$ cat src/rtl/match_event_fifo_if.sv
// ---------------------------------------------------------------------------
// match_event_fifo_if
// Output stream of match_event_fifo: the head of the event FIFO, drained by
// the host with a valid/ready handshake.
//   out_valid  FIFO head valid        (master -> slave)
//   out_ts     timestamp of the head  (master -> slave)
//   out_ready  host accepts the head  (slave  -> master)
// ---------------------------------------------------------------------------
interface match_event_fifo_if #(
  parameter int TS_W = 16
);
  logic            out_valid;
  logic            out_ready;
  logic [TS_W-1:0] out_ts;

  modport master (output out_valid, output out_ts, input out_ready);
  modport slave  (input out_valid, input out_ts, output out_ready);
endinterface

$ cat src/rtl/match_event_fifo.sv
// ---------------------------------------------------------------------------
// match_event_fifo
// Turns the pattern detector's 1-bit match flag into timestamped events and
// queues them in a DEPTH-entry FIFO that the host drains over valid/ready.
// Also keeps saturating match/drop counters and a sticky overflow flag.
//
// Ports
//   clk          clock
//   resetn       synchronous active-low reset
//   seen         match flag, sampled every cycle
//   edge_only    1: rising edges of seen are events; 0: every seen=1 cycle is
//   ovf_clear    clears overflow and drop_count (a same-cycle drop wins)
//   head         event stream out (out_valid / out_ready / out_ts)
//   match_count  events detected, accepted or dropped, saturating
//   drop_count   events lost to a full FIFO, saturating
//   overflow     sticky: at least one event dropped since last clear
// ---------------------------------------------------------------------------
module match_event_fifo #(
  parameter int TS_W  = 16,
  parameter int DEPTH = 4,
  parameter int CNT_W = 8
) (
  input  logic                clk,
  input  logic                resetn,
  input  logic                seen,
  input  logic                edge_only,
  input  logic                ovf_clear,
  match_event_fifo_if.master  head,
  output logic [CNT_W-1:0]    match_count,
  output logic [CNT_W-1:0]    drop_count,
  output logic                overflow
);

  localparam int              AW       = $clog2(DEPTH);
  localparam logic [AW:0]     OCC_FULL = (AW+1)'(DEPTH);
  localparam logic [CNT_W-1:0] CNT_MAX = '1;

  logic [TS_W-1:0] ts;
  logic            seen_q;

  logic [TS_W-1:0] mem [DEPTH];
  logic [AW-1:0]   rd_ptr;
  logic [AW-1:0]   wr_ptr;
  logic [AW:0]     occ;
  logic [TS_W-1:0] ts_hold;

  logic valid;
  logic event_w;
  logic pop;
  logic full;
  logic accept;
  logic drop;

  // edge_only acts combinationally so a change applies in the same cycle.
  assign event_w = seen & (~edge_only | ~seen_q);

  assign valid  = (occ != '0);
  assign full   = (occ == OCC_FULL);
  assign pop    = valid & head.out_ready;
  // A full FIFO still accepts when the head leaves in the same cycle.
  assign accept = event_w & (~full | pop);
  assign drop   = event_w & ~accept;

  assign head.out_valid = valid;
  // When empty, out_ts keeps showing the last head that was presented.
  assign head.out_ts    = valid ? mem[rd_ptr] : ts_hold;

  // Free-running timestamp and previous-seen register.
  // NOTE: sequential state uses non-blocking (<=) so every register samples
  // the pre-edge values of its neighbours, regardless of statement order.
  always_ff @(posedge clk) begin
    if (!resetn) begin
      ts     <= '0;
      seen_q <= 1'b0;
    end else begin
      ts     <= ts + TS_W'(1);
      seen_q <= seen;
    end
  end

  // NOTE: the storage array has no reset; occupancy gates every read, so a
  // reset only needs to clear the pointers, which keeps it a plain RAM.
  always_ff @(posedge clk) begin
    if (resetn && accept) begin
      mem[wr_ptr] <= ts;
    end
  end

  // Pointers, occupancy and the held output timestamp.
  always_ff @(posedge clk) begin
    if (!resetn) begin
      rd_ptr  <= '0;
      wr_ptr  <= '0;
      occ     <= '0;
      ts_hold <= '0;
    end else begin
      if (accept) begin
        wr_ptr <= wr_ptr + AW'(1);
      end
      if (pop) begin
        rd_ptr <= rd_ptr + AW'(1);
      end
      if (valid) begin
        ts_hold <= mem[rd_ptr];
      end
      case ({accept, pop})
        2'b10:   occ <= occ + (AW+1)'(1);
        2'b01:   occ <= occ - (AW+1)'(1);
        default: occ <= occ;
      endcase
    end
  end

  // Status counters. A drop coinciding with ovf_clear restarts the count at 1.
  always_ff @(posedge clk) begin
    if (!resetn) begin
      match_count <= '0;
      drop_count  <= '0;
      overflow    <= 1'b0;
    end else begin
      if (event_w && match_count != CNT_MAX) begin
        match_count <= match_count + CNT_W'(1);
      end
      if (drop) begin
        overflow <= 1'b1;
        if (ovf_clear) begin
          drop_count <= CNT_W'(1);
        end else if (drop_count != CNT_MAX) begin
          drop_count <= drop_count + CNT_W'(1);
        end
      end else if (ovf_clear) begin
        overflow   <= 1'b0;
        drop_count <= '0;
      end
    end
  end

endmodule

$ cat src/flat_wrapper.sv
// flat-port wrapper written by rule: the top's interface ports become plain ports
module match_event_fifo_flat 
#(
  parameter int TS_W  = 16,
  parameter int DEPTH = 4,
  parameter int CNT_W = 8
)
  (clk, resetn, seen, edge_only, ovf_clear, match_count, drop_count, overflow, head_out_valid, head_out_ts, head_out_ready);
  match_event_fifo_if #(.TS_W(TS_W)) head_i ();
  input  logic clk;
  input  logic resetn;
  input  logic seen;
  input  logic edge_only;
  input  logic ovf_clear;
  output logic [CNT_W-1:0] match_count;
  output logic [CNT_W-1:0] drop_count;
  output logic overflow;
  output wire logic [$bits(head_i.out_valid)-1:0] head_out_valid;
  output wire logic [$bits(head_i.out_ts)-1:0] head_out_ts;
  input wire logic [$bits(head_i.out_ready)-1:0] head_out_ready;
  assign head_out_valid = head_i.out_valid;
  assign head_out_ts = head_i.out_ts;
  assign head_i.out_ready = head_out_ready;
  match_event_fifo #(.TS_W(TS_W), .DEPTH(DEPTH), .CNT_W(CNT_W)) u_core (.clk(clk), .resetn(resetn), .seen(seen), .edge_only(edge_only), .ovf_clear(ovf_clear), .head(head_i), .match_count(match_count), .drop_count(drop_count), .overflow(overflow));
endmodule
$ cat config.mk
export PLATFORM = sky130hd
export DESIGN_NAME = match_event_fifo_flat
export DESIGN_NICKNAME = d
export VERILOG_FILES = /design/src/rtl/match_event_fifo_if.sv /design/src/rtl/match_event_fifo.sv /design/src/flat_wrapper.sv
export SDC_FILE = /design/constraint.sdc
export NUM_CORES = 1
export LEC_CHECK = 0
export CELL_PAD_IN_SITES_DETAIL_PLACEMENT = 2
export CELL_PAD_IN_SITES_GLOBAL_PLACEMENT = 2
export CORE_MARGIN = 1
export CORE_UTILIZATION = 44
export CTS_CLUSTER_SIZE = 40
export DETAILED_ROUTE_END_ITERATION = 12
export GPL_ROUTABILITY_DRIVEN = 0
export HOLD_SLACK_MARGIN = 0.02
export PLACE_DENSITY = 0.86
export SKIP_CTS_REPAIR_TIMING = 1
export SYNTH_ARGS = -nofsm -noshare
export SYNTH_HDL_FRONTEND = slang
export SYNTH_SLANG_ARGS = --single-unit
$ cat constraint.sdc
create_clock -name clk -period 5.2 [get_ports clk]
set_input_delay 0.78 -clock clk [delete_from_list [all_inputs] [get_ports clk]]
set_output_delay 0.78 -clock clk [all_outputs]
set_load 0.02 [all_outputs]
**Word level (Yosys, flattened, before mapping)**

Memory sizes are Yosys's and may differ from the RTL's. A register that Yosys moved wholly into a read port is not among the register bits.
Index checks and enable logic that the tools add are counted.

- Eq/ne operators: 5
- Reductions and logical operators: 7
- Shift operators: 0
- $lt $le $gt $ge: 0
- Divide/modulo/power cells: 0
- Multiplexer cells: 12
- $mul: 0
- Bitwise logic cells: 10
- Add/subtract/negate cells: 7

Operators with widths:

| kind | number |
|---|---|
| 8-bit two-way mux | 4 |
| 16-bit by 1-bit adder with 16-bit output, second input constant | 1 |
| 8-bit by 1-bit adder with 8-bit output, second input constant | 2 |
| 16-bit two-way mux | 1 |
| 8-bit != test, second input constant | 2 |
| 3-bit case mux with 2 select lines | 1 |
| 2-bit nonzero test | 3 |
| 2-bit by 1-bit adder with 2-bit output, second input constant | 2 |
| 1-bit AND | 4 |
| 1-bit two-way mux | 4 |
| 2-bit two-way mux | 2 |
| 1-bit inverter | 4 |
| 3-bit by 1-bit adder with 3-bit output, second input constant | 1 |
| 3-bit equality test, second input constant | 1 |
| 3-bit nonzero test | 1 |
| 3-bit by 1-bit subtractor with 3-bit output, second input constant | 1 |
| 2-bit by 1-bit equality test with 1-bit output, second input constant | 1 |
| 2-bit equality test, second input constant | 1 |
| 1-bit logical AND | 2 |
| 1-bit OR | 2 |
| 2-bit AND reduction | 1 |

- Input bits: 6
- RAM bits: 64
- Latch bits: 0
- Word-level logic and storage cells: 51
- Register bits after elaboration: 57
- Memories kept: 1
- Bits in read-only memories: 0
- Output and inout bits: 34

Memories:

| name | depth | width | rd ports | clocked after Yosys merged registers in | wr ports | line | RTL |
|---|---|---|---|---|---|---|---|
| u_core.mem | 4 | 16 | 1 | 1 | 1 | match_event_fifo.sv:41 | `logic [TS_W-1:0] mem [DEPTH];` |

**Depth between registers and ports, before layout**

- Depth in word-level cells: 8
- Depth in mapped cells: 10
- Mapped depth without buffers: 9

**Least setup slack after synthesis**

No wires, ideal clock.

- Path kind: input port to flip-flop
- Start: in head_out_ready
- End: reg u_core.occ[2]
- Setup slack: 2.589 ns
- Arrival time: 2.541 ns
- Data required time: 5.130 ns
- Path buffers: 0
- Stages on the path: 9
- Library setup time: 0.070 ns
- Path through: nor4b_4 > nor2_1 > inv_1 > ha_1 > inv_1 > fa_1 > xor2_1 > or3_1 > a21oi_1

- Word-level cells in the longest chain between the ends: 5
- Elaborated cells on any way between the ends: 7
- Those cells by class: 2 x eq/ne; 1 x mux; 3 x bitwise; 1 x reduce/logical

Ends and longest elaborated chain:

| element | line | RTL |
|---|---|---|
| from (decl) | flat_wrapper.sv:20 | `input wire logic [$bits(head_i.out_ready)-1:0] head_out_ready;` |
| 1-bit AND * | match_event_fifo.sv:59 | `assign pop = valid & head.out_ready;` |
| 1-bit OR | match_event_fifo.sv:61 | `assign accept = event_w & (~full \| pop);` |
| 1-bit AND | match_event_fifo.sv:61 |  |
| 2-bit by 1-bit equality test with 1-bit output or 2-bit equality test (tied branches) | match_event_fifo.sv:106 | `case ({accept, pop})` |
| 3-bit case mux with 2 select lines or 2-bit nonzero test (tied branches) | n/a |  |
| to (signal assigned) | match_event_fifo.sv:107 | `2'b10: occ <= occ + (AW+1)'(1);` |
| to (signal assigned) | match_event_fifo.sv:108 | `2'b01: occ <= occ - (AW+1)'(1);` |
| to (decl) | match_event_fifo.sv:44 | `logic [AW:0] occ;` |

Every way passes the cells marked *; elsewhere a longest branch is shown, timed or not.
A chain may end at the register's enable or synchronous reset.

==> results.cfg <==
[min_path]
whs_path_depth = 2
hp-class = reg2reg

[sta]
tightest_slew_ns = 1.09
fin_crit_sh = 0.728
whs_ns = 0.539
fmax_mhz = 264
rsz0062_at_grt = no
slew_violations = 0
tns_ns = 0
relSlewSlack = 0.270
setup_viol = 0
hold_viol_final = 0
fin_skew_ns = 0.0187
period_needed_ns = 3.79
setup_slack_ns = 1.41

[routing]
ant_nets = 0
drtIter0Drc = 148
remaining_drc_errors = 0
avgViaCountPerCell = 5.70
wl_per_cell_um = 26.5
first_pass_iters = 4
drt_wl_total_mm = 14.8
vias = 3188

[global_route]
grt_pass1_wl_mm = 22.3
grt_pass1_vias = 3523
overflow = 0
antenna_found_initial = 0
grt_use_total = 0.276
grt_max_degree = 29

[synthesis]
synthArstFlopShare = 0
synth_top_family_by_area = multiplexers
yosys.area.top_type_share = 0.385
synth.yosys.seq_area_share = 0.622
postSynthAreaPerCell_um2 = 13.9
synth_xor_xnor_area_share = 0.0334
synthCells = 359
synth.most_common_cell = edfxtp_1
synthMuxAreaShare = 0.126
syn-cell-area_um2 = 4990
synth-simple-area-share = 0.122
ys.flop_type = edfxtp_1
yosys_warnings = 0
synth-edff-count = 64
ys_types = 50
synth_top_cells_by_count = 64 x edfxtp_1, 59 x dfxtp_1, 33 x nor2_1
synth_top_cell_by_area = edfxtp_1
ys_ff_latch = 123
synth_nets = 374
synth_fa_ha_area_frac = 0.0241
synth-compound-area-share = 0.0464
synthTopCellsByArea = edfxtp_1 39%, dfxtp_1 24%, mux4_1 4.7%

[setup_path]
reg2regPathDepth = 8
path_buf_inv = 1
slowest_stage = dfxtp_1
cp_max_fo = 16
crit_path_start_kind = flip-flop
worstSetupPathType = reg2out
cp_top_family = flip-flops
crit_cells = 3
required_ns = 4.42
cp-end-kind = output pin
cp_cell_sequence = mux4_2 -> mux2_2 -> clkdlybuf4s50_1
slowest_delay_ns = 1.01
arrival_ns = 3.01

[clock_tree]
root_buffer = clkbuf_16
cts.path.max_buffers = 2
numCtsBuffers = 17
clk_pin_slew_ns = 0.06
h-tree-depth = 4
cts_tree = done
cts.sinks = 123
worstSkewPairLatency_ns = 0.42

[power]
ir_drop_v = 0.000381
power_leakage_nw = 2.19
powerDensity_nw_per_um2 = 553

[final_layout]
antennaDiodeCount = 0
nets = 421
final_layout_size_suffix_gt1_frac = 0.150
area_growth_pct = 23.3

[place]
portBuffers = 39
pre_cts_ws_ns = 1.72
place_hpwl_mm = 8.12

[die]
placementRows = 38
dieArea_um2 = 11800
chipHeight_um = 108
core_um2 = 10900
io_pins = 40
dieWidth_um = 108
start_util = 0.456

[status]
status = completed

[job]
max_cap_viol_count = 0
## worst reg2reg max path, delay by kind of cell, from the launching register on
| family | cells | cell delay [ns] |
|---|---|---|
| simple gates | 3 | 1.46 |
| fa+ha+maj | 2 | 0.64 |
| flops | 1 | 0.47 |
| xor+xnor | 1 | 0.19 |
| compound gates | 1 | 0.19 |
| buf+inv | 1 | 0.08 |
## layout make-up
cell class | count | area (µm²)
Clock buffer | 17 | 425
Clock inverter | 15 | 246
Fill cell | 984 | 4790
Inverter | 12 | 45.0
Multi-Input combinational cell | 212 | 1760
Sequential cell | 123 | 3100
Tap cell | 140 | 175
Timing Repair Buffer | 40 | 398
## power by group
group          internal (mW)  switching (mW)  total (mW)
Clock                  0.901           0.467        1.37
Sequential              1.11          0.0943        1.20
Combinational          0.418           0.409       0.827
## cell usage in the layout (no fill, tap or decap), drive strengths merged, types with 3 or more instances in the layout
master         netlist  final
nor4                 4      4
a21oi               11     11
mux2i                5      5
inv                 12     13
nand4                7      7
mux2                16     16
and2                20     20
and4                 3      3
o21ai                6      6
xor2                 7      7
edfxtp              64     64
nor3                 7      7
clkbuf               5     17
nand3               12     12
or3                  5      5
clkinv               0      7
nand2               11     11
nor2                33     33
a31oi                3      3
nand2b               4      4
clkdlybuf4s50        0     39
mux4                16     16
ha                   8      8
bufinv               0      6
xnor2               12     12
and3                 5      5
dfxtp               59     59
## per-stage QoR
stage,cell area (µm²),power [mW],std cells,utilization
2_1_floorplan,4990,1.73,359,-
3_3_place_gp,5480,1.96,527,0.501
3_5_place_dp,5480,2.02,527,0.501
4_1_cts,6150,3.44,559,0.562
5_1_grt,6150,3.52,559,0.562
6_report,6150,3.40,559,0.562
## kinds of logic after synthesis
group	Yosys count
compound gates	33
xor+xnor	19
fa+ha+maj	9
buf+inv	24
flops	123
mux	37
simple gates	114
## registers in the layout (all words and copies together) (netlist names), named ones only
register	cells
u_core.drop_count	8
u_core.match_count	8
u_core.mem	64
u_core.occ	3
u_core.overflow	1
u_core.rd_ptr	2
u_core.seen_q	1
u_core.ts	16
u_core.ts_hold	16
u_core.wr_ptr	2
## metal layers
metal / share of wire / track usage / wire, µm
met5: 0 / 0 / 0
met4: 0.024 / 0.106 / 350
met3: 0.028 / 0.0585 / 408
met2: 0.53 / 0.487 / 7850
met1: 0.42 / 0.329 / 6210
## path summary, 6_finish.rpt
kind                                            start                     to  slack [ns]
worst max-delay path                        flip-flop        head_out_ts[14]        1.41
worst min-delay path            u_core.match_count[6]  u_core.match_count[6]        0.54
worst max register to register          u_core.occ[0]          u_core.occ[2]        2.12
worst min register to register  u_core.match_count[6]  u_core.match_count[6]        0.54
Power figures use the tool's default switching activity.
==> RTL edit: new RTL, same settings <==
Register the output `match_count` once more; this adds one clock of latency there. The other outputs are not delayed to match.
--- a/src/rtl/match_event_fifo.sv
+++ b/src/rtl/match_event_fifo.sv
@@ -34,6 +34,8 @@
   localparam int              AW       = $clog2(DEPTH);
   localparam logic [AW:0]     OCC_FULL = (AW+1)'(DEPTH);
   localparam logic [CNT_W-1:0] CNT_MAX = '1;
+
+  logic [CNT_W-1:0] match_count_s0;
 
   logic [TS_W-1:0] ts;
   logic            seen_q;
@@ -114,12 +116,12 @@
   // Status counters. A drop coinciding with ovf_clear restarts the count at 1.
   always_ff @(posedge clk) begin
     if (!resetn) begin
-      match_count <= '0;
+      match_count_s0 <= '0;
       drop_count  <= '0;
       overflow    <= 1'b0;
     end else begin
-      if (event_w && match_count != CNT_MAX) begin
-        match_count <= match_count + CNT_W'(1);
+      if (event_w && match_count_s0 != CNT_MAX) begin
+        match_count_s0 <= match_count_s0 + CNT_W'(1);
       end
       if (drop) begin
         overflow <= 1'b1;
@@ -135,5 +137,9 @@
     end
   end
 
+  always_ff @(posedge clk) begin
+    match_count <= match_count_s0;
+  end
+
 endmodule
 
Check against the original RTL: not equivalent (a bounded check fails within 4 cycles, from zero or initial values and one cycle with resetn low).
==> RTL edit against the original RTL <==
- cell area is 0.65% higher
- clock power shrank 17%
- sequential power increased by 5%
- clock skew shrank 0.0070 ns
- count of clock-buffer cells in the layout rose by 7
- sequential share of layout area increased by 2.3 points
- wire length shrank 12%
- synthesized area up 3.4%
- sequential cell count grew 8
- worst setup slack better by 0.0036 ns
- largest power group is now sequential cells
- non-clock buffer count decreased by 1
- power is 6.0% lower
==> RTL edit: results (changes against the original RTL) <==
[power]
p_sw_mw = 0.905  ; was 0.970 mW
p_leak_nw = 2.14  ; was 2.19 nW
p_comb_mw = 0.797  ; was 0.827 mW
powerDensity_nw_per_um2 = 516  ; was 553 nW/um2
pwr-share-seq = 0.393  ; was 0.354

[timing]
clock_skew_ns = 0.0117  ; was 0.0187 ns
slew_headroom = 0.256  ; was 0.270

[routing]
drt_iter0_markers = 171  ; was 148
drt_first_pass_iters = 5  ; was 4
via_per_inst = 5.61  ; was 5.70
vias = 3194  ; was 3188

[final_layout]
nClkBuffers = 24  ; was 17
regArea_um2 = 3260  ; was 3100 um2
drive_gt1_frac = 0.129  ; was 0.150
multi_input_area_um2 = 1740  ; was 1760 um2
nonClkBufAreaFrac = 0.0631  ; was 0.0647
clkCellAreaFrac = 0.0918  ; was 0.109
nFillCells = 1027  ; was 984

[synthesis]
synthCells = 369  ; was 359
synth-main-ff-cell = dfxtp_1  ; was edfxtp_1
syn-num-nets = 384  ; was 374

[clock_network]
cts.sinks = 131  ; was 123

[grt]
grt_pass1_wl_um = 20000  ; was 22300 um
grt_max_degree = 31  ; was 29

[worst_setup_path]
arrival_ns = 3.00  ; was 3.01 ns

[die]
n_tap_cell = 143  ; was 140

[place]
hpwl_um = 7730  ; was 8120 um

[status]
status = finished clean  ; unchanged

-- RTL edit: kinds of logic after synthesis --
family / after synthesis / synth area share
fa+ha+maj: 9 / 0.0233
mux: 36 / 0.122
flops: 131 / 0.633
compound gates: 41 / 0.0495
xor+xnor: 17 / 0.0289
simple gates: 109 / 0.115
buf+inv: 26 / 0.0289
-- RTL edit: metal layers --
metal	wire (um)	vias to the layer above	GRT usage
met5	0	-	0
met4	187	0	0.104
met1	5530	1659	0.286
li1	-	1470	-
met2	6960	51	0.400
met3	352	14	0.0553
-- RTL edit: worst paths after layout --
check                           start                     to  slack (ns)  depth (start not counted)
max                          register        head_out_ts[15]        1.42                          3
min          u_core.match_count_s0[5]  u_core.match_count[5]        0.40                          0
max reg2reg             u_core.occ[0]          u_core.occ[2]        2.23                          8
min reg2reg  u_core.match_count_s0[5]  u_core.match_count[5]        0.40                          0
